==> config.mk <==
export PLATFORM = sky130hd
export DESIGN_NAME = uart_rx_flat
export DESIGN_NICKNAME = d
export VERILOG_FILES = /design/src/rtl/uart_rx_if.sv /design/src/rtl/uart_rx.sv /design/src/flat_wrapper.sv
export SDC_FILE = /design/constraint.sdc
export NUM_CORES = 1
export LEC_CHECK = 0
export CORE_MARGIN = 8
export CORE_UTILIZATION = 50
export DETAILED_ROUTE_END_ITERATION = 7
export PLACE_DENSITY = 0.82
export SETUP_SLACK_MARGIN = 0.4
export SLEW_MARGIN = 20
export SYNTH_ARGS = -nofsm -noshare
export SYNTH_HDL_FRONTEND = slang
export SYNTH_SLANG_ARGS = --single-unit
==> constraint.sdc <==
create_clock -name CLK -period 2.7 [get_ports CLK]
set_clock_uncertainty 0.2 [all_clocks]
set_input_delay 0.54 -clock CLK [delete_from_list [all_inputs] [get_ports CLK]]
set_output_delay 0.54 -clock CLK [all_outputs]
set_load 0.02 [all_outputs]
==> src/rtl/uart_rx_if.sv <==
// Signal bundle between a UART receiver and whatever drives its line and consumes its words.
// DataValid/ParErr/StpErr are single-cycle strobes with no ready: the consumer must take PData on the DataValid cycle.
interface uart_rx_if #(
    parameter int DATA_WIDTH = 8
);
    logic                  RxIn;
    logic                  ParityEn;
    logic                  ParityType;
    logic [DATA_WIDTH-1:0] PData;
    logic                  DataValid;
    logic                  ParErr;
    logic                  StpErr;
    logic                  Busy;
    logic [2:0]            dbg_state;

    modport master (
        output RxIn, ParityEn, ParityType,
        input  PData, DataValid, ParErr, StpErr, Busy, dbg_state
    );

    modport slave (
        input  RxIn, ParityEn, ParityType,
        output PData, DataValid, ParErr, StpErr, Busy, dbg_state
    );
endinterface

==> src/rtl/uart_rx.sv <==
// Oversampling UART receiver: start-bit validation, 2-of-3 majority vote per bit,
// optional even/odd parity and stop-bit checking, registered outputs.
module uart_rx #(
    parameter int DATA_WIDTH = 8,
    parameter int OVERSAMPLE = 8
) (
    input  logic     CLK,
    input  logic     RST,
    uart_rx_if.slave bus
);
    localparam int EW = $clog2(OVERSAMPLE);
    localparam int BW = (DATA_WIDTH > 1) ? $clog2(DATA_WIDTH) : 1;
    localparam logic [EW-1:0] E_LAST = EW'(OVERSAMPLE - 1);
    localparam logic [EW-1:0] E_S0   = EW'(OVERSAMPLE / 2 - 1);
    localparam logic [EW-1:0] E_S1   = EW'(OVERSAMPLE / 2);
    localparam logic [EW-1:0] E_S2   = EW'(OVERSAMPLE / 2 + 1);
    localparam logic [EW-1:0] E_ONE  = EW'(1);
    localparam logic [BW-1:0] B_LAST = BW'(DATA_WIDTH - 1);

    typedef enum logic [2:0] {
        S_IDLE   = 3'd0,
        S_START  = 3'd1,
        S_DATA   = 3'd2,
        S_PARITY = 3'd3,
        S_STOP   = 3'd4
    } state_t;

    state_t                state_q, state_d;
    logic                  sync1_q, sync1_d;
    logic                  rx_s_q, rx_s_d;
    logic [EW-1:0]         edge_q, edge_d;
    logic [BW-1:0]         bit_q, bit_d;
    logic [2:0]            samp_q, samp_d;
    logic [DATA_WIDTH-1:0] shift_q, shift_d;
    logic                  par_en_q, par_en_d;
    logic                  par_type_q, par_type_d;
    logic                  par_bad_q, par_bad_d;
    logic [DATA_WIDTH-1:0] pdata_q, pdata_d;
    logic                  dv_q, dv_d;
    logic                  pe_q, pe_d;
    logic                  se_q, se_d;
    logic                  busy_q, busy_d;
    logic                  samp2;
    logic                  voted;

    // With OVERSAMPLE = 4 the third sample point is also the decision point, so take it live.
    assign samp2 = (edge_q == E_S2) ? rx_s_q : samp_q[2];
    assign voted = (samp_q[0] & samp_q[1]) | (samp_q[0] & samp2) | (samp_q[1] & samp2);

    always_comb begin
        state_d    = state_q;
        sync1_d    = bus.RxIn;
        rx_s_d     = sync1_q;
        edge_d     = edge_q;
        bit_d      = bit_q;
        samp_d     = samp_q;
        shift_d    = shift_q;
        par_en_d   = par_en_q;
        par_type_d = par_type_q;
        par_bad_d  = par_bad_q;
        pdata_d    = pdata_q;
        dv_d       = 1'b0;
        pe_d       = 1'b0;
        se_d       = 1'b0;

        if (state_q != S_IDLE) begin
            edge_d = (edge_q == E_LAST) ? '0 : edge_q + 1'b1;
            if (edge_q == E_S0) samp_d[0] = rx_s_q;
            if (edge_q == E_S1) samp_d[1] = rx_s_q;
            if (edge_q == E_S2) samp_d[2] = rx_s_q;
        end

        case (state_q)
            S_IDLE: begin
                // The detection cycle is edge 0 of the start bit.
                if (!rx_s_q) begin
                    state_d    = S_START;
                    edge_d     = E_ONE;
                    bit_d      = '0;
                    par_bad_d  = 1'b0;
                    par_en_d   = bus.ParityEn;
                    par_type_d = bus.ParityType;
                end
            end
            S_START: begin
                if (edge_q == E_LAST) begin
                    state_d = voted ? S_IDLE : S_DATA;
                end
            end
            S_DATA: begin
                if (edge_q == E_LAST) begin
                    shift_d = {voted, shift_q[DATA_WIDTH-1:1]};
                    if (bit_q == B_LAST) begin
                        bit_d   = '0;
                        state_d = par_en_q ? S_PARITY : S_STOP;
                    end else begin
                        bit_d = bit_q + 1'b1;
                    end
                end
            end
            S_PARITY: begin
                if (edge_q == E_LAST) begin
                    par_bad_d = voted ^ (^shift_q) ^ par_type_q;
                    state_d   = S_STOP;
                end
            end
            S_STOP: begin
                if (edge_q == E_LAST) begin
                    state_d = S_IDLE;
                    se_d    = ~voted;
                    pe_d    = par_bad_q;
                    if (voted && !par_bad_q) begin
                        pdata_d = shift_q;
                        dv_d    = 1'b1;
                    end
                end
            end
            default: state_d = S_IDLE;
        endcase

        busy_d = (state_d != S_IDLE);
    end

    always_ff @(posedge CLK) begin
        if (RST) begin
            state_q    <= S_IDLE;
            sync1_q    <= 1'b1;
            rx_s_q     <= 1'b1;
            edge_q     <= '0;
            bit_q      <= '0;
            samp_q     <= 3'b111;
            shift_q    <= '0;
            par_en_q   <= 1'b0;
            par_type_q <= 1'b0;
            par_bad_q  <= 1'b0;
            pdata_q    <= '0;
            dv_q       <= 1'b0;
            pe_q       <= 1'b0;
            se_q       <= 1'b0;
            busy_q     <= 1'b0;
        end else begin
            state_q    <= state_d;
            sync1_q    <= sync1_d;
            rx_s_q     <= rx_s_d;
            edge_q     <= edge_d;
            bit_q      <= bit_d;
            samp_q     <= samp_d;
            shift_q    <= shift_d;
            par_en_q   <= par_en_d;
            par_type_q <= par_type_d;
            par_bad_q  <= par_bad_d;
            pdata_q    <= pdata_d;
            dv_q       <= dv_d;
            pe_q       <= pe_d;
            se_q       <= se_d;
            busy_q     <= busy_d;
        end
    end

    assign bus.PData     = pdata_q;
    assign bus.DataValid = dv_q;
    assign bus.ParErr    = pe_q;
    assign bus.StpErr    = se_q;
    assign bus.Busy      = busy_q;
    assign bus.dbg_state = state_q;
endmodule

==> src/flat_wrapper.sv <==
// flat-port wrapper written by rule: the top's interface ports become plain ports
module uart_rx_flat 
#(
    parameter int DATA_WIDTH = 8,
    parameter int OVERSAMPLE = 8
)
  (CLK, RST, bus_RxIn, bus_ParityEn, bus_ParityType, bus_PData, bus_DataValid, bus_ParErr, bus_StpErr, bus_Busy, bus_dbg_state);
  uart_rx_if #(.DATA_WIDTH(DATA_WIDTH)) bus_i ();
  input  logic CLK;
  input  logic RST;
  input wire logic [$bits(bus_i.RxIn)-1:0] bus_RxIn;
  input wire logic [$bits(bus_i.ParityEn)-1:0] bus_ParityEn;
  input wire logic [$bits(bus_i.ParityType)-1:0] bus_ParityType;
  output wire logic [$bits(bus_i.PData)-1:0] bus_PData;
  output wire logic [$bits(bus_i.DataValid)-1:0] bus_DataValid;
  output wire logic [$bits(bus_i.ParErr)-1:0] bus_ParErr;
  output wire logic [$bits(bus_i.StpErr)-1:0] bus_StpErr;
  output wire logic [$bits(bus_i.Busy)-1:0] bus_Busy;
  output wire logic [$bits(bus_i.dbg_state)-1:0] bus_dbg_state;
  assign bus_i.RxIn = bus_RxIn;
  assign bus_i.ParityEn = bus_ParityEn;
  assign bus_i.ParityType = bus_ParityType;
  assign bus_PData = bus_i.PData;
  assign bus_DataValid = bus_i.DataValid;
  assign bus_ParErr = bus_i.ParErr;
  assign bus_StpErr = bus_i.StpErr;
  assign bus_Busy = bus_i.Busy;
  assign bus_dbg_state = bus_i.dbg_state;
  uart_rx #(.DATA_WIDTH(DATA_WIDTH), .OVERSAMPLE(OVERSAMPLE)) u_core (.CLK(CLK), .RST(RST), .bus(bus_i));
endmodule
After elaboration in Yosys (flattened, before gate mapping)
Index checks and enable logic that the tools add are counted.
- register bits: 37
- input port bits: 5
- output and inout bits: 15
- word-level logic and storage cells: 80
- add/sub/neg operators: 2
- equality and inequality tests: 12
- mux-type cells: 22
- bitwise logic cells: 11
- reductions and logical operators: 16
- operators with widths (cell ; count):
    3-bit two-way mux ; 14
    3-bit equality test (second input constant) ; 5
    3-bit one-hot mux with 5 select lines ; 1
    3-bit by 2-bit equality test with 1-bit output (second input constant) ; 3
    3-bit AND reduction ; 3
    2-bit AND reduction ; 4
    8-bit parity ; 1
    3-bit by 1-bit adder with 3-bit output (second input constant) ; 2
    3-bit one-hot mux with 2 select lines ; 1
    3-bit nonzero test ; 2
    1-bit two-way mux ; 4
    2-bit by 1-bit != test with 1-bit output (second input constant) ; 2
    1-bit NOT ; 4
    2-bit nonzero test ; 2
    1-bit bitwise AND ; 3
    3-bit by 1-bit equality test with 1-bit output (second input constant) ; 1
    3-bit zero test ; 1
    3-bit OR reduction ; 1
    2-bit two-way mux ; 1
    2-bit != test (second input constant) ; 1
    1-bit bitwise OR ; 2
    1-bit one-hot mux with 2 select lines ; 1
    1-bit XOR ; 2
    1-bit logical AND ; 1
    1-bit zero test ; 1

Longest topological paths before layout
Gate-level depths: netlist (run 1).
- depth in word-level cells: 9
- mapped depth: 8
- depth with buffers taken out: 7

Least setup slack after synthesis (run 1)
No wires, ideal clock.
- kind: flip-flop to flip-flop
- from: register u_core.edge_q[1]
- to: register u_core.pdata_q[1], in the netlist u_core.bus.PData[1]
- setup time: 0.128 ns
- data arrival time: 1.851 ns
- required time: 2.372 ns
- path slack: 0.521 ns
- stages on the path, launching flop included: 8
- path buffers: 0
- clock period less this slack: 2.179 ns
- cell sequence: dfxtp_1 -> inv_1 -> ha_1 -> a21boi_1 -> o31ai_2 -> a2111oi_4 -> mux2i_1 -> nor2_1
- cells in the longest elaborated chain, start to end: 7
- elaborated cells on any way between the ends: 9
- those cells by class: eq/ne (2); mux (1); bitwise (4); reduce/logical (2)
- ends and longest elaborated chain (item ; line ; text):
    start, declared ; uart_rx.sv:31 ; logic [EW-1:0] edge_q, edge_d;
    start signal, assigned ; uart_rx.sv:145 ; edge_q <= edge_d;
    3-bit equality test ; uart_rx.sv:47 ; assign samp2 = (edge_q == E_S2) ? rx_s_q : samp_q[2];
    1-bit two-way mux ; uart_rx.sv:47 ;
    1-bit bitwise AND ; uart_rx.sv:48 ; assign voted = (samp_q[0] & samp_q[1]) | (samp_q[0] & samp2) | (samp_q[1] & samp2);
    1-bit bitwise OR (2 in series) ; uart_rx.sv:48 ;
    1-bit logical AND ; uart_rx.sv:112 ; if (voted && !par_bad_q) begin
    3-bit AND reduction (no line) (*) ; - ;
    end signal, assigned ; uart_rx.sv:152 ; pdata_q <= pdata_d;
    end, declared ; uart_rx.sv:38 ; logic [DATA_WIDTH-1:0] pdata_q, pdata_d;
Mark *: on every way between the ends. The rest lies on a longest branch, timed or not.
A chain may end at the register's enable or synchronous reset.

Final worst setup path (run 1)
- from: register u_core.state_q[0], in the netlist u_core.bus.dbg_state[0]
- to: output port bus_dbg_state[0]
- RTL lines (item ; line ; text):
    start, declared ; uart_rx.sv:28 ; state_t state_q, state_d;
    start signal, assigned ; uart_rx.sv:142 ; state_q <= state_d;
    end, declared ; flat_wrapper.sv:19 ; output wire logic [$bits(bus_i.dbg_state)-1:0] bus_dbg_state;
No word-level cell between the ends.

==> results.yml, run 1 <==
hold_path:
  worst_hold_path.num_cells: 1
  hp-class: "flop to flop"
  holdPathEnd: "u_core.rx_s_q"
  hold_start: "u_core.rx_s_d"
floorplan:
  start_util: 0.5289
  num_rows: 20
  die_w_um: 73.06
  ios: 20
  die_area_um2: 5338
  core-area_um2: 3078
  die_h_um: 73.06
placed_design:
  dpl.hpwl_um: 2335
  globalplace.congestion: 0.8754
  io_buffer_count: 19
  placed_area_um2: 1871
sta:
  fin_tns_setup_ns: 0
  min_period_ns: 2.180
  rsz0062_at_grt: "no"
  setup_viol: 0
  hold_violations: 0
  slew_headroom: 0.7107
  period_share: 0.8076
  fmax_mhz: 458.6
  tightest_slew_ns: 0.4314
  maxSlewViolCount: 0
global_route:
  grtUsageTotal: 0.1328
  grt_max_degree: 27
  grt_pass1_wl_um: 5533
  grt-ovfl-total: 0
  grt_pass1_vias: 1244
  antenna_found_initial: 0
logic_synthesis:
  syn_inst: 181
  synth_seq_cells: 37
  synth_cell_types: 34
  synthesis.area_um2: 1628
  syn_area_per_cell_um2: 8.993
  synthesis.nets: 193
  yosysWarnings: 0
  ys_seq_area_frac: 0.4550
  synthDominantCellAreaShare: 0.4550
  synth.area.top_cells: "dfxtp_1, mux2i_1, nand2_1, ha_1, nor2_1"
  yosysTopAreaCell: "dfxtp_1"
finish:
  final_cell_mix: "dfxtp_1, nand2_1, nor2_1, clkdlybuf4s50_1, a21oi_1"
  final_nets: 212
  antenna_cells: 0
  area_growth_pct: 21.68
  design_area_um2: 1981
  drive_gt1_frac: 0.09453
  layout_commonest_cell: "dfxtp_1"
pwr:
  ir_worst_vdd_v: 0.0004176
  leakage_uw: 0.0007256
  power.density_nw_per_um2: 510.2
route:
  drtAntennaViolNets: 0
  viasPerCell: 5.343
  post_drt_wl_per_cell_um: 13.54
  first_iter_violations: 121
  wl_um: 3317
  dr_total_vias: 1309
  post-route-drc-count: 0
  first_pass_iters: 4
worst_setup_path:
  slowest_delay_ns: 0.65
  cp.arrival_ns: 1.44
  crit_family: "buffers and inverters"
  r2r_start: "u_core.edge_q[1]"
  crit_type: "flop to output port"
  rrSetupSlack_ns: 0.57
  startpoint_type: "flop"
  path_max_fanout: 8
  ff2ff_path_depth: 7
  path_cells: "clkdlybuf4s50_1"
  setup.worst_path.end_class: "output port"
  cpMaxStageDelayCell: "clkdlybuf4s50_1"
  path_buf_inv: 1
  r2r-end: "u_core.par_bad_q"
  crit_required_ns: 1.96
cts:
  cts_tree: "built"
  path_clk_slew_ns: 0.10
  insertion_delay_ns: 0.34
  cts_hold_buf: 0
  clockRootBuffer: "clkbuf_4"
  post_cts_buffers: 0
  cts_resized: 2
  cts_made_buffers: 5
  cts_buffer_depth: 2
  cts_max_level: 2
  clkSinkCount: 37
outcome:
  status: "finished, final reports clean"
flow_run:
  maxCapViolCount: 0
## cells in the mapped netlist
cell / count
or3_1: 1
o21a_1: 1
nor2b_1: 3
a21boi_1: 1
o22ai_1: 2
nand2_1: 27
and3_1: 2
nor4_1: 1
nand4_1: 3
xnor3_1: 1
or2_1: 1
dfxtp_1: 37
o31ai_1: 1
a32oi_1: 1
a21oi_1: 13
o31ai_2: 1
a311oi_1: 1
o21ai_0: 4
a2111oi_4: 1
a311o_1: 1
or2_2: 3
o21ai_1: 1
xnor2_1: 6
ha_1: 7
inv_1: 3
o2bb2a_1: 1
nand2b_1: 5
a21boi_0: 1
clkbuf_1: 10
nand3_1: 6
xor2_1: 1
nor3b_1: 1
nor2_1: 21
mux2i_1: 12
## flip-flops by register name, summed over array words and instances (netlist names), 3 cells and up
signal                count
u_core.edge_q             3
u_core.bit_q              3
u_core.samp_q             3
u_core.bus.PData          8
u_core.bus.dbg_state      3
u_core.shift_q            8
## through the flow
step | cells | total power (uW) | hold slack (ns) | worst slack [ns] | util
global placement | 237 | 617.5 | 0.1934 | 0.4888 | 0.6077
floorplan | 181 | 600.1 | 0.1895 | 0.5209 | -
CTS | 245 | 1018 | 0.2319 | 0.4652 | 0.6366
finish | 245 | 1010 | 0.2273 | 0.5196 | 0.6435
global route | 245 | 1043 | 0.2485 | 0.3935 | 0.6435
detailed placement | 237 | 619.1 | 0.2045 | 0.4157 | 0.6077
## final cells by class
class                           instances  area [um^2]
Clock inverter                          1        30.03
Inverter                                3        11.26
Tap cell                               44        55.05
Clock buffer                            7        55.05
Multi-Input combinational cell        131        854.6
Fill cell                             261         1097
Timing Repair Buffer                   22        231.5
Sequential cell                        37        743.2
## metal layers
metal,GRT usage,share of wire,vias to the layer above
met5,0,0,-
met4,0.08444,0.022,0
met3,0.04808,0.081,10
met2,0.1857,0.45,48
met1,0.1665,0.44,601
li1,-,-,650
## worst max-delay path by stage
stage	startpoint	to	slack, ns	cells past startpoint
floorplan	u_core.edge_q[1]	u_core.bus.PData[1]	0.52	7
detailed placement	u_core.edge_q[0]	u_core.bus.PData[4]	0.42	7
finish	u_core.bus.dbg_state[0]	bus_dbg_state[0]	0.52	1
global placement	u_core.edge_q[0]	u_core.bus.PData[5]	0.49	7
global route	u_core.edge_q[1]	u_core.bus.PData[2]	0.39	8
CTS	u_core.bus.dbg_state[2]	bus_dbg_state[2]	0.47	1
## cells by family after synthesis
family / count (synthesis) / share of synthesized area
flip-flops: 37 / 0.4550
AND/OR/NAND/NOR: 74 / 0.2068
adder cells (fa/ha/maj): 7 / 0.05380
XOR/XNOR: 8 / 0.05150
buffers and inverters: 13 / 0.02998
multiplexers: 12 / 0.07379
AO/OA/AOI/OAI: 30 / 0.1291
## where the power goes
part / switching (uW) / total (uW) / internal [uW]
clock network: 182 / 403 / 221
registers: 4.54 / 556 / 551
logic: 28.1 / 51.5 / 23.4
No activity file was read; power rests on OpenSTA's default activity.
==> inputs of run 2 (changes only) <==
- CORE_UTILIZATION: 50 -> 49
- PLACE_DENSITY: 0.82 -> 0.83
- clock period: 2.7 -> 1.8 ns (I/O delays scaled with it)
==> run 2 against run 1 <==
Against the previous run:
- the run now ends with setup timing left
- critical path depth grew 8
- sequential power grew 49%
- global-route usage grew 1.5 points
- core utilization grew 6.0 points
- count of clock-buffer cells in the layout is the same
- register-to-register slack lost 0.78 ns
==> results.yml, run 2 (synthesized netlist as in run 1, its figures left out) <==
floorplan:
  core-area_um2: 3258
  num_rows: 21
  die_h_um: 73.64
  die_w_um: 73.64
  die_area_um2: 5422
  start_util: 0.4996
  ios: 20
finish:
  fill_cells: 267
  antenna_cells: 0
  drive_gt1_frac: 0.3946
  final_cell_mix: "nand2_1, buf_4, dfxtp_1, nor2_1, buf_6"
  area_growth_pct: 40.89
  final_nets: 234
  final_cells: 269
worst_setup_path:
  setup.worst_path.end_class: "flop"
  worstSetupStartpoint: "u_core.edge_q[1]"
  ff2ff_path_depth: 9
  cp.arrival_ns: 2.05
  endpoint: "u_core.par_bad_q"
  r2r_start: "u_core.edge_q[1]"
  crit_required_ns: 1.85
  slowest_delay_ns: 0.36
  r2r-end: "u_core.par_bad_q"
  rrSetupSlack_ns: -0.21
  cp.depth: 9
  path_cells: "inv_2 > ha_4 > and3_4 > o31ai_4 > buf_4 > buf_6 > nand2_4 > xnor2_1 > o31ai_1"
  cpMaxStageDelayCell: "dfxtp_2"
  crit_type: "flop to flop"
  path_buf_inv: 3
  path_max_fanout: 3
  crit_family: "compound AO/OA/AOI/OAI gates"
  startpoint_type: "flop"
sta:
  setup_viol: 13
  maxSlewViolCount: 0
  period_share: 1.114
  slew_headroom: 0.7890
  hold_violations: 0
  tightest_slew_ns: 0.3164
  min_period_ns: 2.005
  worst_slack_ns: -0.2055
  fmax_mhz: 498.6
  rsz0062_at_grt: "yes"
route:
  wl_met3_um: 246
  post_drt_wl_per_cell_um: 13.73
  wl_um: 3693
  post-route-drc-count: 0
  first_iter_violations: 113
  drtAntennaViolNets: 0
  drt-met1-wl_um: 1607
  met2WireLength_um: 1760
  first_pass_iters: 4
  maxUsedRoutingLayer: "met4"
  viasPerCell: 5.197
  dr_total_vias: 1398
placed_design:
  dpl.hpwl_um: 2544
  placed_cells: 255
  globalplace.congestion: 0.8687
  io_buffer_count: 19
global_route:
  antenna_found_initial: 0
  grt_max_degree: 17
  grt_pass1_vias: 1380
  grt_pass1_wl_um: 6216
  grtUsageTotal: 0.1476
  grt-ovfl-total: 0
hold_path:
  hp-class: "flop to flop"
pwr:
  ir_worst_vdd_v: 0.0004807
  p_sw_uw: 327.6
  switching_share: 0.2288
  power.density_nw_per_um2: 624.5
  seqPwrFrac: 0.580
  comb_power_share: 0.076
  p_total_uw: 1432
  clkPwrFrac: 0.343
  intPower_uw: 1105
  leakage_uw: 0.0008911
outcome:
  violations: "setup timing"
  status: "finished with violations"
cts:
  cts_buffer_depth: 2
  path_clk_slew_ns: 0.10
  insertion_delay_ns: 0.34
  clockRootBuffer: "clkbuf_4"
  cts_made_buffers: 5
  cts_max_level: 2
  clkSinkCount: 37
  cts_tree: "built"
flow_run:
  maxCapViolCount: 0
run 2: cell types whose count changed in the layout (fill, tap and decap cells not counted), moves of 3 or more:
| cell | change |
|---|---|
| buf_4 | +23 |
| buf_6 | +14 |
| clkdlybuf4s50_1 | -14 |
| dfxtp_1 | -11 |
| dfxtp_2 | +7 |
| dfxtp_4 | +4 |
| nand2_1 | -3 |
run 2: power groups by stage:
| stage | Combinational [uW] | Sequential (uW) | Clock (uW) |
|---|---|---|---|
| 2_1_floorplan | 54.7 | 854 | 0 |
| 4_1_cts | 97.6 | 834 | 500 |
| 3_3_place_gp | 88.6 | 852 | 0 |
| 3_5_place_dp | 90.7 | 852 | 0 |
| 5_1_grt | 118 | 833 | 543 |
| 6_report | 109 | 831 | 492 |
run 2: repair_timing:
item                       in CTS  in global routing
resized for setup              95                 24
hold endpoints to repair        0                  0
cloned                          0                  0
setup endpoints to repair      50                 50
hold buffers                    0                  0
setup buffers                   4                  2
pin swaps                      10                  3
run 2: area by class of cell:
cell class                      count  area [um^2]  share of cell area
Multi-Input combinational cell    131        978.4              0.4266
Sequential cell                    37        767.0              0.3344
Timing Repair Buffer               44        409.1              0.1784
Clock buffer                        7        65.06             0.02837
Tap cell                           46        57.56             0.02510
Inverter                            3        11.26            0.004910
Clock inverter                      1        5.005            0.002182
run 2: routing by layer:
metal / vias up / track usage
met4: 0 / 0.06430
li1: 697 / -
met1: 650 / 0.1732
met2: 42 / 0.2362
met5: - / 0
met3: 9 / 0.05048
run 2: worst min path at each step:
stage	from	slack [ns]	end	cells after the start
finish	u_core.rx_s_d	0.23	u_core.rx_s_q	1
global route	u_core.rx_s_d	0.26	u_core.rx_s_q	1
CTS	u_core.rx_s_d	0.24	u_core.rx_s_q	1
detailed placement	u_core.rx_s_d	0.21	u_core.rx_s_q	1
global placement	u_core.rx_s_d	0.19	u_core.rx_s_q	1
floorplan	u_core.rx_s_d	0.19	u_core.rx_s_q	1
run 2: stage by stage:
stage	TNS, ns	setup slack [ns]	cell area [um^2]	util	hold WS [ns]
3_5_place_dp	-1.661	-0.1856	2059	0.6321	0.2101
3_3_place_gp	-1.127	-0.1265	2059	0.6321	0.1920
2_1_floorplan	-2.253	-0.2681	1708	-	0.1895
4_1_cts	-2.076	-0.2122	2202	0.6759	0.2356
5_1_grt	-3.773	-0.3709	2293	0.7039	0.2602
6_report	-1.941	-0.2055	2293	0.7039	0.2293
==> inputs of run 3 (changes only) <==
- CAP_MARGIN: not set -> 25
- clock period: 1.8 -> 1.6 ns (I/O delays scaled with it)
==> run 3 against run 2 <==
Against the previous run:
- the flow still finishes with violations (setup timing)
- combinational power rose by 42%
- via count rose by 7.7%
- clock power rose by 50%
- wire length rose by 23%
- core utilization rose by 9.2 points
- worst setup slack got worse by 0.20 ns
- critical path depth fell by 1
- largest power group unchanged
==> results.yml, run 3 (synthesized netlist as in run 1, its figures left out) <==
outcome:
  status: "finished with violations"
  violations: "setup timing"
placed_design:
  io_buffer_count: 19
  placed_area_um2: 2142
  dp_slack_ns: -0.3896
  dpl.hpwl_um: 2555
  globalplace.congestion: 0.8261
route:
  post_drt_wl_per_cell_um: 15.77
  first_iter_violations: 60
  wl_um: 4543
  post-route-drc-count: 0
  dr_total_vias: 1506
  drtAntennaViolNets: 0
  viasPerCell: 5.229
  first_pass_iters: 4
finish:
  drive_gt1_frac: 0.4959
  final_nets: 253
  antenna_cells: 0
  layout_commonest_cell: "buf_6"
  design_area_um2: 2592
  final_cell_mix: "buf_6, buf_4, nand2_1, dfxtp_1, nor2_1"
  area_growth_pct: 59.26
  final_util: 0.7957
sta:
  maxSlewViolCount: 0
  setup_viol: 29
  slew_headroom: 0.8148
  worst_slack_ns: -0.4014
  rsz0062_at_grt: "yes"
  period_share: 1.251
  min_period_ns: 2.001
  hold_violations: 0
  tightest_slew_ns: 0.2749
  fmax_mhz: 499.6
cts:
  cts_tree: "built"
  cts_hold_buf: 0
  cts_max_level: 2
  cts_buffer_depth: 2
  path_clk_slew_ns: 0.11
  insertion_delay_ns: 0.35
  clkSinkCount: 37
  cts_made_buffers: 5
  clockRootBuffer: "clkbuf_4"
floorplan:
  ios: 20
  num_rows: 21
  start_util: 0.4996
  die_h_um: 73.64
  core-area_um2: 3258
  die_w_um: 73.64
  die_area_um2: 5422
global_route:
  grt_pass1_wl_um: 6589
  grt_pass1_vias: 1440
  antenna_found_initial: 0
  grtUsageTotal: 0.1547
  grt-ovfl-total: 0
  grt_max_degree: 20
worst_setup_path:
  startpoint_type: "flop"
  path_max_fanout: 9
  crit_required_ns: 1.64
  path_cells: "inv_2 > ha_4 > a21boi_4 > o21ai_4 > a2111oi_4 > buf_6 > mux2i_1 > nor2_1"
  setup.worst_path.end_class: "flop"
  slowest_delay_ns: 0.37
  cpMaxStageDelayCell: "dfxtp_2"
  crit_type: "flop to flop"
  cp.arrival_ns: 2.04
pwr:
  power.density_nw_per_um2: 705.0
  p_total_uw: 1828
  ir_worst_vdd_v: 0.0005895
  leakage_uw: 0.001029
flow_run:
  maxCapViolCount: 0
hold_path:
  hp-class: "flop to flop"
run 3: changes by cell type in the layout (fill, tap and decap cells not counted), sizes merged:
cell / delta
bufinv: +1
buf: +19
clkbuf: -1
run 3: layout make-up:
cell class,count,area [um^2]
Inverter,3,11.26
Sequential cell,37,772.0
Tap cell,46,57.56
Timing Repair Buffer,63,608.1
Fill cell,204,665.6
Clock buffer,6,62.56
Multi-Input combinational cell,131,1046
Clock inverter,2,35.03
run 3: repair_timing:
item | CTS | global route
resized for setup | 126 | 23
pin swaps | 9 | 12
setup endpoints to repair | 52 | 50
cloned | 0 | 0
setup buffers | 6 | 9
run 3: path summary, 6_finish.rpt:
path	startpoint	to	depth (start not counted)	slack, ns
setup / recovery	u_core.edge_q[1]	u_core.bus.PData[7]	8	-0.40
hold / removal	u_core.rx_s_d	u_core.rx_s_q	1	0.24
setup reg to reg	u_core.edge_q[1]	u_core.bus.PData[7]	8	-0.40
hold reg to reg	u_core.rx_s_d	u_core.rx_s_q	1	0.24
run 3: stage by stage:
step | setup TNS (ns) | hold WS [ns] | instances
after detailed placement | -6.179 | 0.2090 | 265
after global routing | -9.170 | 0.2736 | 288
final | -7.341 | 0.2352 | 288
after floorplan | -4.566 | 0.1895 | 181
after global placement | -5.365 | 0.1932 | 265
after CTS | -4.803 | 0.2345 | 279
run 3: metal layers:
metal  GRT usage  part of all wire  vias to the layer above
met1      0.1718              0.42                      732
li1            -                 -                      733
met4     0.05100             0.012                        0
met5           0                 0                        -
met2      0.2726              0.53                       34
met3     0.04502             0.040                        7
run 3: where the power goes:
| part | switching (uW) | internal, uW | total [uW] | leakage [uW] |
|---|---|---|---|---|
| clock network | 316 | 421 | 737 | 0.0000534 |
| logic | 75.5 | 80.0 | 155 | 0.000667 |
| registers | 9.16 | 926 | 936 | 0.000309 |
| total | 400 | 1430 | 1830 | 0.00103 |
run 3: critical path, delay by kind of cell, from the launching register on:
kind                       cells  cell delay [ns]
AOI/OAI and AO/OA              3             0.65
DFF                            1             0.37
buffers and inverters          2             0.26
muxes                          1             0.21
adders and majority gates      1             0.16
and+or+nand+nor                1             0.05
==> patch 1 (config.mk and constraints of run 1) <==
`OVERSAMPLE` is set to 8 in 2 places; all go to 4.
--- a/src/rtl/uart_rx.sv
+++ b/src/rtl/uart_rx.sv
@@ -4,3 +4,3 @@
     parameter int DATA_WIDTH = 8,
-    parameter int OVERSAMPLE = 8
+    parameter int OVERSAMPLE = 4
 ) (
--- a/src/flat_wrapper.sv
+++ b/src/flat_wrapper.sv
@@ -4,3 +4,3 @@
     parameter int DATA_WIDTH = 8,
-    parameter int OVERSAMPLE = 8
+    parameter int OVERSAMPLE = 4
 )
Formal check against the unedited RTL: not equivalent (Yosys sat finds a counterexample within 10 cycles, from zero or initial values and one cycle with RST high).
==> patch 1 against run 1 <==
Total power is 16% lower. Wire length is 9.5% lower. Design area is 10% lower. Sequential cell count is 1 lower. Highest routed layer unchanged. Synthesized area is 6.4% lower. Worst setup slack worse by 0.016 ns. Synthesized cell count is 8.3% lower.
==> patch 1: results (changes against run 1) <==
Setup path
  – CP max stage delay: 0.39 ns (-0.26 ns)
  – Worst setup path endpoint: u_core.bus.PData[5]
  – Flop2flop setup slack: 0.50 ns (-0.07 ns)
  – Crit-path leading delay family: adder cells
  – Reg2reg path depth: 6 (-1)
  – Slowest CP cell: dfxtp_2
  – Crit Path Class: reg -> reg
  – Worst-path fanout max: 9 (+1)

Global routing
  – First-pass GRT wire length: 5090 µm (-8.0%)
  – Total GRT Usage: 12.6% (-0.65 points)
  – Largest net degree at the start of global routing: 20 (-26%)
  – GR Util met2: 20.8% (+2.2 points)
  – Met1 Resource Use GR: 13.3% (-3.3 points)

Cells and area
  – Layout Cells excl Fill: 216 (-12%)
  – Fillcell total: 264 (+1.1%)

Pwr
  – Net Sw Power: 197 µW (-8.1%)
  – Leak: 0.682 nW (-6.0%)

Synth
  – Adder-cell share of the synthesized area: 5.50% (+0.12 points)
  – Post-synthesis sequential area ratio: 47.3% (+1.8 points)
  – Cell count after synthesis: 166 (-8.3%)
  – Unique masters post-synth: 30 (-12%)
  – Top cells by count, synth: 36 x dfxtp_1, 22 x nand2_1, 18 x nor2_1
  – Xor and xnor area share after synthesis: 5.17% (+0.023 points)
  – Compound-cell area share of the yosys netlist: 11.7% (-1.3 points)
  – Synthesized net count: 176 (-8.8%)

Place
  – Post-placement cell count: 209 (-12%)
  – Placed cell area: 0.00171 mm² (-8.4%)

Run status
  – Outcome: complete, no violations

Detailed routing
  – Initial drt markers: 84 (-31%)

Timing
  – Hold slack: 0.218 ns (-0.00927 ns)
[patch 1: cell count changes in the layout (fill, tap and decap cells not counted), moves of 3 or more]
cell	before	now
dfxtp_1	35	31
dfxtp_2	2	5
nand2_1	27	22
nand3_1	6	3
nand4_1	3	0
nor2_1	21	18
nor3_1	0	7
xnor2_1	6	9
[patch 1: cell type report]
| cell class | count | area [µm²] | area share, % |
|---|---|---|---|
| Multi-Input combinational cell | 117 | 753 | 42.3 |
| Sequential cell | 36 | 727 | 40.8 |
| Timing Repair Buffer | 21 | 205 | 11.5 |
| Clock buffer | 6 | 41.3 | 2.32 |
| Tap cell | 33 | 41.3 | 2.32 |
| Inverter | 2 | 7.51 | 0.422 |
| Clock inverter | 1 | 5.00 | 0.281 |
[patch 1: what timing repair did]
| action | CTS | global route |
|---|---|---|
| setup endpoints to repair | 10 | 10 |
| gates cloned | 0 | 0 |
| endpoints found under the hold margin | 0 | 0 |
| pin swaps | 0 | 0 |
| hold buffers | 0 | 0 |
| resized for setup | 3 | 5 |
==> patch 2 (settings of run 1) <==
Without the edit above. Take the reset off `pdata_q` and load it in a clocked block of its own.
--- a/src/rtl/uart_rx.sv
+++ b/src/rtl/uart_rx.sv
@@ -135,3 +135,2 @@
             par_bad_q  <= 1'b0;
-            pdata_q    <= '0;
             dv_q       <= 1'b0;
@@ -151,3 +150,2 @@
             par_bad_q  <= par_bad_d;
-            pdata_q    <= pdata_d;
             dv_q       <= dv_d;
@@ -157,2 +155,6 @@
         end
+    end
+
+    always_ff @(posedge CLK) begin
+        pdata_q <= pdata_d;
     end
Check against the original RTL: same outputs for any inputs over 10 cycles, from zero or initial values and one cycle with RST high; that may be too few to reach the edited logic, so the function may still have changed.
==> patch 2 against run 1 <==
Clock power rose by 18%. Global-route usage is 1.4 points lower. Design area shrank 0.32%. Register-to-register slack worse by 0.02 ns. Utilization shrank 0.20 points. Total power increased by 7.3%. Worst setup slack got worse by 0.025 ns. Sequential cell count stayed put. Wire length decreased by 12%. Sequential power up 3%. Synthesized area is 0.61% lower. Critical path type unchanged.
==> patch 2: results (changes against run 1) <==
Global routing
  – Total GRT Usage: 11.9% (-1.4 points)
  – Met1 Resource Use GR: 13.5% (-3.1 points)
  – GRT met3 Usage: 4.95% (+0.14 points)
  – First-pass GRT wire length: 4950 µm (-11%)
  – GR Util met2: 19.1% (+0.52 points)
  – Antenna violations before repair: 0 (unchanged)
  – Largest net degree at the start of global routing: 20 (-26%)
  – Vias in the first global route: 1,103 (-11%)

Detailed routing
  – Number of vias per cell: 5.21 (-2.4%)
  – Initial drt markers: 64 (-47%)
  – Wire per inst: 12.9 µm (-4.4%)
  – DRT antenna net count: 0 (unchanged)
  – DRT Pass-1 Iters: 4 (unchanged)

Synth
  – EDFF count, synth: 8 (+8)
  – Top cells by count, synth: 29 x dfxtp_1, 21 x nand2_1, 14 x a21oi_1, 14 x nor2_1, 8 x edfxtp_1
  – Async set or reset register ratio after synthesis: 0% (unchanged)
  – Synth Flop Type: dfxtp_1
  – Synth warn: 0 (unchanged)
  – Syn avg cell area: 10.0 µm² (+12%)
  – Unique masters post-synth: 42 (+24%)
  – Area contributors post-synth: dfxtp_1 36%, edfxtp_1 15%, ha_1 5.4%, nand2_1 4.9%, a21oi_1 4.3%
  – Post-synthesis sequential area ratio: 50.7% (+5.2 points)
  – Synthesized net count: 173 (-10%)

Cells and area
  – Fraction of layout instances using a drive strength above 1: 13.7% (+4.3 points)
  – Final net count: 193 (-9.0%)
  – Layout Cells excl Fill: 226 (-7.8%)
  – # diodes: 0 (unchanged)

Setup path
  – CP max stage delay: 0.65 ns (about the same)
  – Crit-path leading delay family: buffers and inverters
  – Slowest CP cell: clkdlybuf4s50_1
  – Worst-path fanout max: 13 (+5)
  – Reg2reg path depth: 7 (unchanged)
  – CP arrival: 1.47 ns (+0.03 ns)

Timing
  – Max Slew Vio Count: 0 (unchanged)
  – Slew @ Worst Pin: 0.642 ns (+0.211 ns)

Clocking
  – Post-CTS setup buffer count: 0 (unchanged)
  – Clock transition at path regs: 0.11 ns
  – CTS buffer count: 5 (unchanged)
  – Clk_lat worst skew: 0.34 ns (about the same)
  – Clk buf depth: 2 (unchanged)
  – # H-tree levels: 2 (unchanged)
  – Root Buffer: clkbuf_4

Worst hold path
  – Min-delay worst type: reg -> reg
  – Worst Hold Depth: 1 (unchanged)

Place
  – Setup WS pre-CTS: 0.476 ns (+0.0601 ns)
  – PortBufs: 19 (unchanged)
  – Placed cell area: 0.00185 mm² (-1.1%)
  – GPL Wtd Cong: 0.849 (-3.0%)
  – Hpwl dp: 2060 µm (-12%)
  – Post-placement cell count: 218 (-8.0%)

Run status
  – Outcome: complete, no violations

Pwr
  – Leak: 0.736 nW (+1.5%)
  – Maximum vdd ir drop: 0.000433 V (+3.8%)
[patch 2: cell count changes in the layout (fill, tap and decap cells not counted), sizes merged, moves of 3 or more]
cell,run 1,this run
nor3b,1,4
edfxtp,0,8
mux2i,12,3
dfxtp,37,29
nor2,21,14
nand2b,5,2
nand2,27,22
o21ai,5,2
[patch 2: layout make-up]
| type | instances | area, µm² |
|---|---|---|
| clock inverters | 3 | 68.8 |
| repair buffers | 21 | 208 |
| inverters | 4 | 15.0 |
| multi-input cells | 112 | 766 |
| clock buffers | 5 | 37.5 |
| flip-flops and latches | 37 | 825 |
| fillers | 251 | 1100 |
| well taps | 44 | 55.1 |
[patch 2: where the power goes]
part | switching [mW] | internal [mW] | total (mW) | leakage [nW]
clock | 0.185 | 0.291 | 0.476 | 0.0558
combinational | 0.0183 | 0.0175 | 0.0359 | 0.370
sequential | 0.00550 | 0.567 | 0.572 | 0.310
[patch 2: kinds of logic after synthesis]
| logic type | Yosys count | share of synthesized area [%] |
|---|---|---|
| buffers and inverters | 12 | 2.94 |
| AND/OR/NAND/NOR | 63 | 20.2 |
| flip-flops | 37 | 50.7 |
| adder cells (fa/ha/maj) | 7 | 5.41 |
| AO/OA/AOI/OAI | 30 | 12.8 |
| XOR/XNOR | 8 | 5.18 |
| multiplexers | 4 | 2.78 |
[patch 2: per-layer routing]
layer	up-vias	part of all wire [%]	wire length, µm
met3	4	6.7	197
met1	539	45	1310
li1	603	-	-
met4	0	1.0	30
met5	-	0	0
met2	32	48	1390
[patch 2: final timing paths]
check	startpoint	to	slack [ns]
min reg2reg	u_core.rx_s_d	u_core.rx_s_q	0.23
max reg2reg	u_core.edge_q[1]	u_core.bus.Busy	0.55
max	u_core.bus.dbg_state[0]	bus_dbg_state[0]	0.49
min	u_core.rx_s_d	u_core.rx_s_q	0.23
[patch 2: timing repair]
action / 4_1_cts / 5_1_grt
setup endpoints to repair: 3 / 13
resized for setup: 3 / 4
cloned: 0 / 0
hold buffers: 0 / 0
